**config.mk**
```make
export PLATFORM = sky130hd
export DESIGN_NAME = pixel_stream_fifo_flat
export DESIGN_NICKNAME = d
export VERILOG_FILES = /design/src/rtl/pixel_stream_fifo_if.sv /design/src/rtl/pixel_stream_fifo.sv /design/src/flat_wrapper.sv
export SDC_FILE = /design/constraint.sdc
export NUM_CORES = 1
export LEC_CHECK = 0
export BUFFER_PORTS_ARGS = -buffer_cell sky130_fd_sc_hd__buf_2
export CORE_ASPECT_RATIO = 1.25
export CORE_UTILIZATION = 61
export DETAILED_ROUTE_END_ITERATION = 10
export GPL_ROUTABILITY_DRIVEN = 0
export PLACE_DENSITY = 0.79
export RECOVER_POWER = 25
export SETUP_SLACK_MARGIN = 0.3
export SLEW_MARGIN = 5
export SYNTH_ARGS = -nofsm -noshare
export SYNTH_HDL_FRONTEND = slang
export SYNTH_SLANG_ARGS = --single-unit
```
**constraint.sdc**
```tcl
create_clock -name clock -period 8.4 [get_ports clock]
set_input_delay 0.42 -clock clock [delete_from_list [all_inputs] [get_ports clock]]
set_output_delay 0.42 -clock clock [all_outputs]
set_load 0.05 [all_outputs]
```
**src/rtl/pixel_stream_fifo_if.sv**
```systemverilog
// Pixel stream handshake bundle: upstream beat side and downstream sink side of the FIFO.
// master = environment (source and sink), slave = the FIFO itself.
interface pixel_stream_fifo_if;
  logic [63:0] pixel_stream_in;
  logic        valid_in;
  logic        ready_out;
  logic        start_of_frame_in;
  logic        end_of_line_in;
  logic [63:0] pixel_stream_out;
  logic        valid_out;
  logic        ready_in;
  logic        start_of_frame_out;
  logic        end_of_line_out;

  modport master (
    output pixel_stream_in, valid_in, start_of_frame_in, end_of_line_in, ready_in,
    input  ready_out, pixel_stream_out, valid_out, start_of_frame_out, end_of_line_out
  );

  modport slave (
    input  pixel_stream_in, valid_in, start_of_frame_in, end_of_line_in, ready_in,
    output ready_out, pixel_stream_out, valid_out, start_of_frame_out, end_of_line_out
  );
endinterface

```
**src/rtl/pixel_stream_fifo.sv**
```systemverilog
// Registered pixel-beat FIFO (no fall-through) carrying SOF/EOL markers with each beat,
// plus input-side line/column tracking that flags malformed frames with sticky errors.
module pixel_stream_fifo #(
  parameter int DEPTH           = 16,
  parameter int BEATS_PER_LINE  = 960,
  parameter int LINES_PER_FRAME = 1080
) (
  input  logic                     clock,
  input  logic                     reset,
  input  logic                     clock_en,
  pixel_stream_fifo_if.slave       bus,
  output logic [$clog2(DEPTH):0]   occupancy,
  output logic [15:0]              frame_count,
  input  logic                     clear_errors,
  output logic                     err_early_eol,
  output logic                     err_missing_eol,
  output logic                     err_bad_sof
);
  localparam int PTR_W  = $clog2(DEPTH);
  localparam int OCC_W  = PTR_W + 1;
  localparam int COL_W  = (BEATS_PER_LINE > 1) ? $clog2(BEATS_PER_LINE) : 1;
  localparam int LINE_W = (LINES_PER_FRAME > 1) ? $clog2(LINES_PER_FRAME) : 1;
  localparam logic [OCC_W-1:0]  OCC_FULL  = OCC_W'(DEPTH);
  localparam logic [COL_W-1:0]  COL_LAST  = COL_W'(BEATS_PER_LINE - 1);
  localparam logic [LINE_W-1:0] LINE_LAST = LINE_W'(LINES_PER_FRAME - 1);

  logic [65:0]       mem_q [DEPTH];
  logic [65:0]       mem_d [DEPTH];
  logic [PTR_W-1:0]  wr_ptr_q, wr_ptr_d, rd_ptr_q, rd_ptr_d;
  logic [OCC_W-1:0]  occ_q, occ_d;
  logic [COL_W-1:0]  col_q, col_d, col_eff_s;
  logic [LINE_W-1:0] line_q, line_d, line_eff_s;
  logic [15:0]       frame_count_q, frame_count_d;
  logic              err_early_q, err_early_d, err_missing_q, err_missing_d, err_bad_q, err_bad_d;
  logic              ready_s, valid_s, wr_en_s, rd_en_s, line_end_s;
  logic              set_early_s, set_missing_s, set_bad_s;

  // Handshake qualification; ready drops combinationally while reset is asserted.
  always_comb begin
    ready_s = (occ_q != OCC_FULL) && !reset;
    valid_s = (occ_q != {OCC_W{1'b0}});
    wr_en_s = bus.valid_in & ready_s & clock_en;
    rd_en_s = valid_s & bus.ready_in & clock_en;
  end

  // Storage, pointers and occupancy next-state.
  always_comb begin
    for (int i = 0; i < DEPTH; i++) begin
      mem_d[i] = mem_q[i];
    end
    if (wr_en_s) begin
      mem_d[wr_ptr_q] = {bus.pixel_stream_in, bus.start_of_frame_in, bus.end_of_line_in};
      wr_ptr_d        = wr_ptr_q + PTR_W'(1);
    end else begin
      wr_ptr_d = wr_ptr_q;
    end
    if (rd_en_s) begin
      rd_ptr_d = rd_ptr_q + PTR_W'(1);
    end else begin
      rd_ptr_d = rd_ptr_q;
    end
    case ({wr_en_s, rd_en_s})
      2'b10:   occ_d = occ_q + OCC_W'(1);
      2'b01:   occ_d = occ_q - OCC_W'(1);
      default: occ_d = occ_q;
    endcase
  end

  // Frame position tracking; an SOF beat is always treated as column 0 of line 0.
  always_comb begin
    col_eff_s     = bus.start_of_frame_in ? {COL_W{1'b0}} : col_q;
    line_eff_s    = bus.start_of_frame_in ? {LINE_W{1'b0}} : line_q;
    line_end_s    = bus.end_of_line_in || (col_eff_s == COL_LAST);
    col_d         = col_q;
    line_d        = line_q;
    frame_count_d = frame_count_q;
    set_early_s   = 1'b0;
    set_missing_s = 1'b0;
    set_bad_s     = 1'b0;
    if (wr_en_s) begin
      if (line_end_s) begin
        col_d  = {COL_W{1'b0}};
        line_d = (line_eff_s == LINE_LAST) ? {LINE_W{1'b0}} : line_eff_s + LINE_W'(1);
      end else begin
        col_d  = col_eff_s + COL_W'(1);
        line_d = line_eff_s;
      end
      if (bus.start_of_frame_in) begin
        frame_count_d = frame_count_q + 16'd1;
        set_bad_s     = (col_q != {COL_W{1'b0}}) || (line_q != {LINE_W{1'b0}});
      end else begin
        frame_count_d = frame_count_q;
      end
      set_early_s   = bus.end_of_line_in && (col_eff_s != COL_LAST);
      set_missing_s = !bus.end_of_line_in && (col_eff_s == COL_LAST);
    end else begin
      col_d = col_q;
    end
  end

  // Sticky error flags: a same-cycle set beats clear, and a stall ignores both.
  always_comb begin
    if (clock_en) begin
      err_early_d   = (err_early_q   & ~clear_errors) | set_early_s;
      err_missing_d = (err_missing_q & ~clear_errors) | set_missing_s;
      err_bad_d     = (err_bad_q     & ~clear_errors) | set_bad_s;
    end else begin
      err_early_d   = err_early_q;
      err_missing_d = err_missing_q;
      err_bad_d     = err_bad_q;
    end
  end

  // Control and status state with synchronous reset (independent of clock_en).
  always_ff @(posedge clock) begin
    if (reset) begin
      wr_ptr_q      <= {PTR_W{1'b0}};
      rd_ptr_q      <= {PTR_W{1'b0}};
      occ_q         <= {OCC_W{1'b0}};
      col_q         <= {COL_W{1'b0}};
      line_q        <= {LINE_W{1'b0}};
      frame_count_q <= 16'd0;
      err_early_q   <= 1'b0;
      err_missing_q <= 1'b0;
      err_bad_q     <= 1'b0;
    end else begin
      wr_ptr_q      <= wr_ptr_d;
      rd_ptr_q      <= rd_ptr_d;
      occ_q         <= occ_d;
      col_q         <= col_d;
      line_q        <= line_d;
      frame_count_q <= frame_count_d;
      err_early_q   <= err_early_d;
      err_missing_q <= err_missing_d;
      err_bad_q     <= err_bad_d;
    end
  end

  // Payload storage needs no reset; occupancy alone decides what is valid.
  always_ff @(posedge clock) begin
    for (int i = 0; i < DEPTH; i++) begin
      mem_q[i] <= mem_d[i];
    end
  end

  assign bus.ready_out          = ready_s;
  assign bus.valid_out          = valid_s;
  assign bus.pixel_stream_out   = mem_q[rd_ptr_q][65:2];
  assign bus.start_of_frame_out = mem_q[rd_ptr_q][1];
  assign bus.end_of_line_out    = mem_q[rd_ptr_q][0];
  assign occupancy              = occ_q;
  assign frame_count            = frame_count_q;
  assign err_early_eol          = err_early_q;
  assign err_missing_eol        = err_missing_q;
  assign err_bad_sof            = err_bad_q;
endmodule

```
**src/flat_wrapper.sv**
```systemverilog
// flat-port wrapper written by rule: the top's interface ports become plain ports
module pixel_stream_fifo_flat 
#(
  parameter int DEPTH           = 16,
  parameter int BEATS_PER_LINE  = 960,
  parameter int LINES_PER_FRAME = 1080
)
  (clock, reset, clock_en, occupancy, frame_count, clear_errors, err_early_eol, err_missing_eol, err_bad_sof, bus_pixel_stream_in, bus_valid_in, bus_start_of_frame_in, bus_end_of_line_in, bus_ready_in, bus_ready_out, bus_pixel_stream_out, bus_valid_out, bus_start_of_frame_out, bus_end_of_line_out);
  pixel_stream_fifo_if bus_i ();
  input  logic clock;
  input  logic reset;
  input  logic clock_en;
  output logic [$clog2(DEPTH):0] occupancy;
  output logic [15:0] frame_count;
  input  logic clear_errors;
  output logic err_early_eol;
  output logic err_missing_eol;
  output logic err_bad_sof;
  input wire logic [$bits(bus_i.pixel_stream_in)-1:0] bus_pixel_stream_in;
  input wire logic [$bits(bus_i.valid_in)-1:0] bus_valid_in;
  input wire logic [$bits(bus_i.start_of_frame_in)-1:0] bus_start_of_frame_in;
  input wire logic [$bits(bus_i.end_of_line_in)-1:0] bus_end_of_line_in;
  input wire logic [$bits(bus_i.ready_in)-1:0] bus_ready_in;
  output wire logic [$bits(bus_i.ready_out)-1:0] bus_ready_out;
  output wire logic [$bits(bus_i.pixel_stream_out)-1:0] bus_pixel_stream_out;
  output wire logic [$bits(bus_i.valid_out)-1:0] bus_valid_out;
  output wire logic [$bits(bus_i.start_of_frame_out)-1:0] bus_start_of_frame_out;
  output wire logic [$bits(bus_i.end_of_line_out)-1:0] bus_end_of_line_out;
  assign bus_i.pixel_stream_in = bus_pixel_stream_in;
  assign bus_i.valid_in = bus_valid_in;
  assign bus_i.start_of_frame_in = bus_start_of_frame_in;
  assign bus_i.end_of_line_in = bus_end_of_line_in;
  assign bus_i.ready_in = bus_ready_in;
  assign bus_ready_out = bus_i.ready_out;
  assign bus_pixel_stream_out = bus_i.pixel_stream_out;
  assign bus_valid_out = bus_i.valid_out;
  assign bus_start_of_frame_out = bus_i.start_of_frame_out;
  assign bus_end_of_line_out = bus_i.end_of_line_out;
  pixel_stream_fifo #(.DEPTH(DEPTH), .BEATS_PER_LINE(BEATS_PER_LINE), .LINES_PER_FRAME(LINES_PER_FRAME)) u_core (.clock(clock), .reset(reset), .clock_en(clock_en), .bus(bus_i), .occupancy(occupancy), .frame_count(frame_count), .clear_errors(clear_errors), .err_early_eol(err_early_eol), .err_missing_eol(err_missing_eol), .err_bad_sof(err_bad_sof));
endmodule
```
==> impl_results.md <==
* Area of combinational cells with multiple inputs at 9370 µm²
* Filler cells at 3933
* Run status: complete, no violations
* Number of hold buffers added after cts at 0
* Commonest cells after routing, fill and taps aside: 1056 x sky130_fd_sc_hd__edfxtp_1, 330 x sky130_fd_sc_hd__mux4_2, 119 x sky130_fd_sc_hd__buf_2, 101 x sky130_fd_sc_hd__clkbuf_16, 62 x sky130_fd_sc_hd__clkbuf_1
* Worst-path fanout max at 95
* Overall Global Routing Usage at 0.286
* Maximum buffer depth of the clock tree at 3
* Clock sink count at 1113
* Number of buffers added for setup after CTS at 0
* Chip width at 238 µm
* Most area-consuming cells after synthesis: sky130_fd_sc_hd__edfxtp_1 75%, sky130_fd_sc_hd__mux4_2 17%, sky130_fd_sc_hd__dfxtp_1 2.7%
* Cell count of the worst reg-to-reg path at 6
* CTS buffer count at 99
* Flops & latches, synth at 1113
* Global-route wire length before repair at 145 mm
* Clock tree from TritonCTS: yes
* Post-layout min period at 4660 ps
* Standard cell area after detailed placement at 44500 µm²
* Area occupied by registers at 32900 µm²
* Share of the clock period used by the worst path after layout at 0.554
* FF-to-FF Start: u_core.occupancy[1]
* Clock-pin transition on the worst setup and hold timing paths at 60 ps
* Critical Path Max Stage Delay at 720 ps
* Net count, final at 2125
* Share of synthesized registers carrying an async set or reset at 0
* Highest attainable clock frequency at 215 MHz
* Grt ovf at 0
* Vias per cell at 6.83
* Setup repair after global routing missed its margin: false
* Initial cell density of the core at 0.621
* Post-detailed-route wirelength per cell at 32.3 µm
* Critical path class: reg2out
* Min-delay worst type: in2reg
* Dominant cell type by area after synthesis: sky130_fd_sc_hd__edfxtp_1
* Leading cell type in the layout, fill and taps excluded: sky130_fd_sc_hd__edfxtp_1
* Clk_lat worst skew at 660 ps
* Endpoint of the worst register-to-register path: u_core.mem_q[1][17]
* Relative slew margins at 0.0929
* Count of endpoints failing setup in the final report at 0
* Worst voltage drop across the vdd grid at 0.173 mV
* Mapped Nets at 1927
* Vias after detailed routing at 20.9k
* Share of cells above drive strength 1 at 0.309
* Final setup skew at 27.7 ps
* Final non-filler cell total at 3055
* Remaining DRCs at 0
* Routed wire length at 98.7 mm
* Pwr dens at 235 nW/µm²
* Syn-to-layout area delta at 12.4%
* Post-route design area at 47800 µm²
* Max-slew violations at 0
* Floorplan die height at 297 µm
* Nature of the critical path endpoint: output pin
* LEAKAGE at 14.5 nW
* Max Cap Viol at 0
* Setup slack on the worst flop-to-flop path at 3950 ps
* Area of the core region at 68500 µm²
* Standard cell with the maximum stage delay on the critical path: sky130_fd_sc_hd__dfxtp_4
* Total placed cells including tap cells at 2866
* Number of rows in the core area at 107
* Cells after Synth at 1843
* Drt first-iter violations at 2270
* Most used DFF post-synth: sky130_fd_sc_hd__edfxtp_1
* Area share of the largest cell type after synthesis at 0.745
* Fin. Hold Viols at 0
* Root Buffer Master: sky130_fd_sc_hd__clkbuf_16
* Data required, critical path at 7980 ps
* Most frequent CP cell: sky130_fd_sc_hd__mux4_2
* Maximum number of pins on one net before global-route repair at 165
* Initial antenna violation count at 7
* Syn Std Cell Area at 42500 µm²
* Data arrival time of the critical path at 4240 ps
* CTS HTree Levels at 3
* Mean area per synthesized cell at 23.1 µm²
* Worst setup path end: bus_pixel_stream_out[30]
* Final HPWL from detailed placement at 46.8 mm
* Type of origin of the critical path: flop
* Number of distinct standard cells referenced by the synthesized netlist at 57
* Fraction of the yosys area taken by sequential cells at 0.772
* Full die area at 70800 µm²
* EDFF count, synth at 1056
* Io pins at 164
* Final-layout worst hold slack at 78.6 ps
* Final antenna-violating net count at 0
* Setup TNS at 0 ps
* Total number of yosys warnings at 0
* Chain of cells forming the critical path: buf_4 > buf_12 > mux4_2 > mux4_2 > buf_2
* Transition time at the pin with the least slew margin at 1360 ps
* Via count of the first global-routing pass at 21.7k
* First-pass iteration count of the detailed router at 5
* Number of buffer cells added on primary ports at 163
* Resized cells post-CTS at 0
* Post-layout total power at 11.2 mW
report_power, final:
part / total [mW] / switching [mW] / internal (mW)
clock network: 4.70 / 2.02 / 2.68
registers: 6.10 / 0.0153 / 6.08
logic: 0.449 / 0.288 / 0.161
total: 11.2 / 2.32 / 8.92
worst max-delay path, delay by kind of cell, from the launching register on:
kind	cells	cell delay, ps
mux	2	1140
flops	1	720
buf+inv	3	1520
synth_stat cells (all sizes together) (2+ instances only):
cell / instances
mux2i: 4
clkbuf: 57
a21oi: 25
or4: 7
nor2b: 5
nor2: 52
nand3b: 6
and2: 3
dfxtp: 57
nand3: 20
nand2b: 4
mux4: 330
and3: 2
nand2: 36
nor4: 10
a21boi: 2
inv: 9
a22oi: 2
edfxtp: 1056
xnor2: 3
nand4: 11
ha: 12
o21ai: 20
buf: 38
xor2: 20
nand4b: 3
a32oi: 2
a31oi: 5
nor3: 15
a211oi: 2
o31ai: 2
or3: 4
or3b: 2
worst min path at each step:
stage                                   from                     end  cells past startpoint
after floorplan             u_core.line_q[5]        u_core.line_q[5]                      1
after global placement    u_core.err_bad_sof      u_core.err_bad_sof                      2
after detailed placement  u_core.err_bad_sof      u_core.err_bad_sof                      2
after CTS                       clear_errors      u_core.err_bad_sof                      4
after global routing            clear_errors  u_core.err_missing_eol                      4
final                           clear_errors      u_core.err_bad_sof                      4
logic make-up after synthesis:
logic type                 count (synthesis)  share of synthesized area
and+or+nand+nor                          185                     0.0226
adders and majority gates                 12                    0.00353
buffers and inverters                    104                     0.0101
xor gates and xnor gates                  23                    0.00474
AOI/OAI and AO/OA                         72                     0.0112
muxes                                    334                      0.176
DFF                                     1113                      0.772
final cells by class:
class / instances / area share
flip-flops and latches: 1113 / 0.688
repair buffers: 192 / 0.0213
diodes: 5 / 0.000262
inverters: 9 / 0.000707
multi-input cells: 626 / 0.196
clock buffers: 119 / 0.0543
well taps: 926 / 0.0242
clock inverters: 65 / 0.0156
registers in the layout, indices dropped and copies added (netlist names), 4 cells and up, named ones only:
signal / flops
u_core.frame_count: 16
u_core.rd_ptr_q: 4
u_core.occupancy: 5
u_core.line_q: 11
u_core.wr_ptr_q: 4
u_core.mem_q: 1056
u_core.col_q: 10
metal layers:
layer,up-vias,share of wire,global-route usage
met3,187,0.079,0.0436
met1,11130,0.37,0.383
met4,6,0.025,0.0864
li1,8249,-,-
met2,1286,0.53,0.490
met5,-,0.00046,0
stage by stage:
step                utilization  worst slack, ps
CTS                       0.698             3640
global placement          0.649             3960
finish                    0.697             3740
floorplan                     -             1510
global route              0.697             3470
detailed placement        0.649             3830
Note: power is estimated with default switching activity, not from simulation.
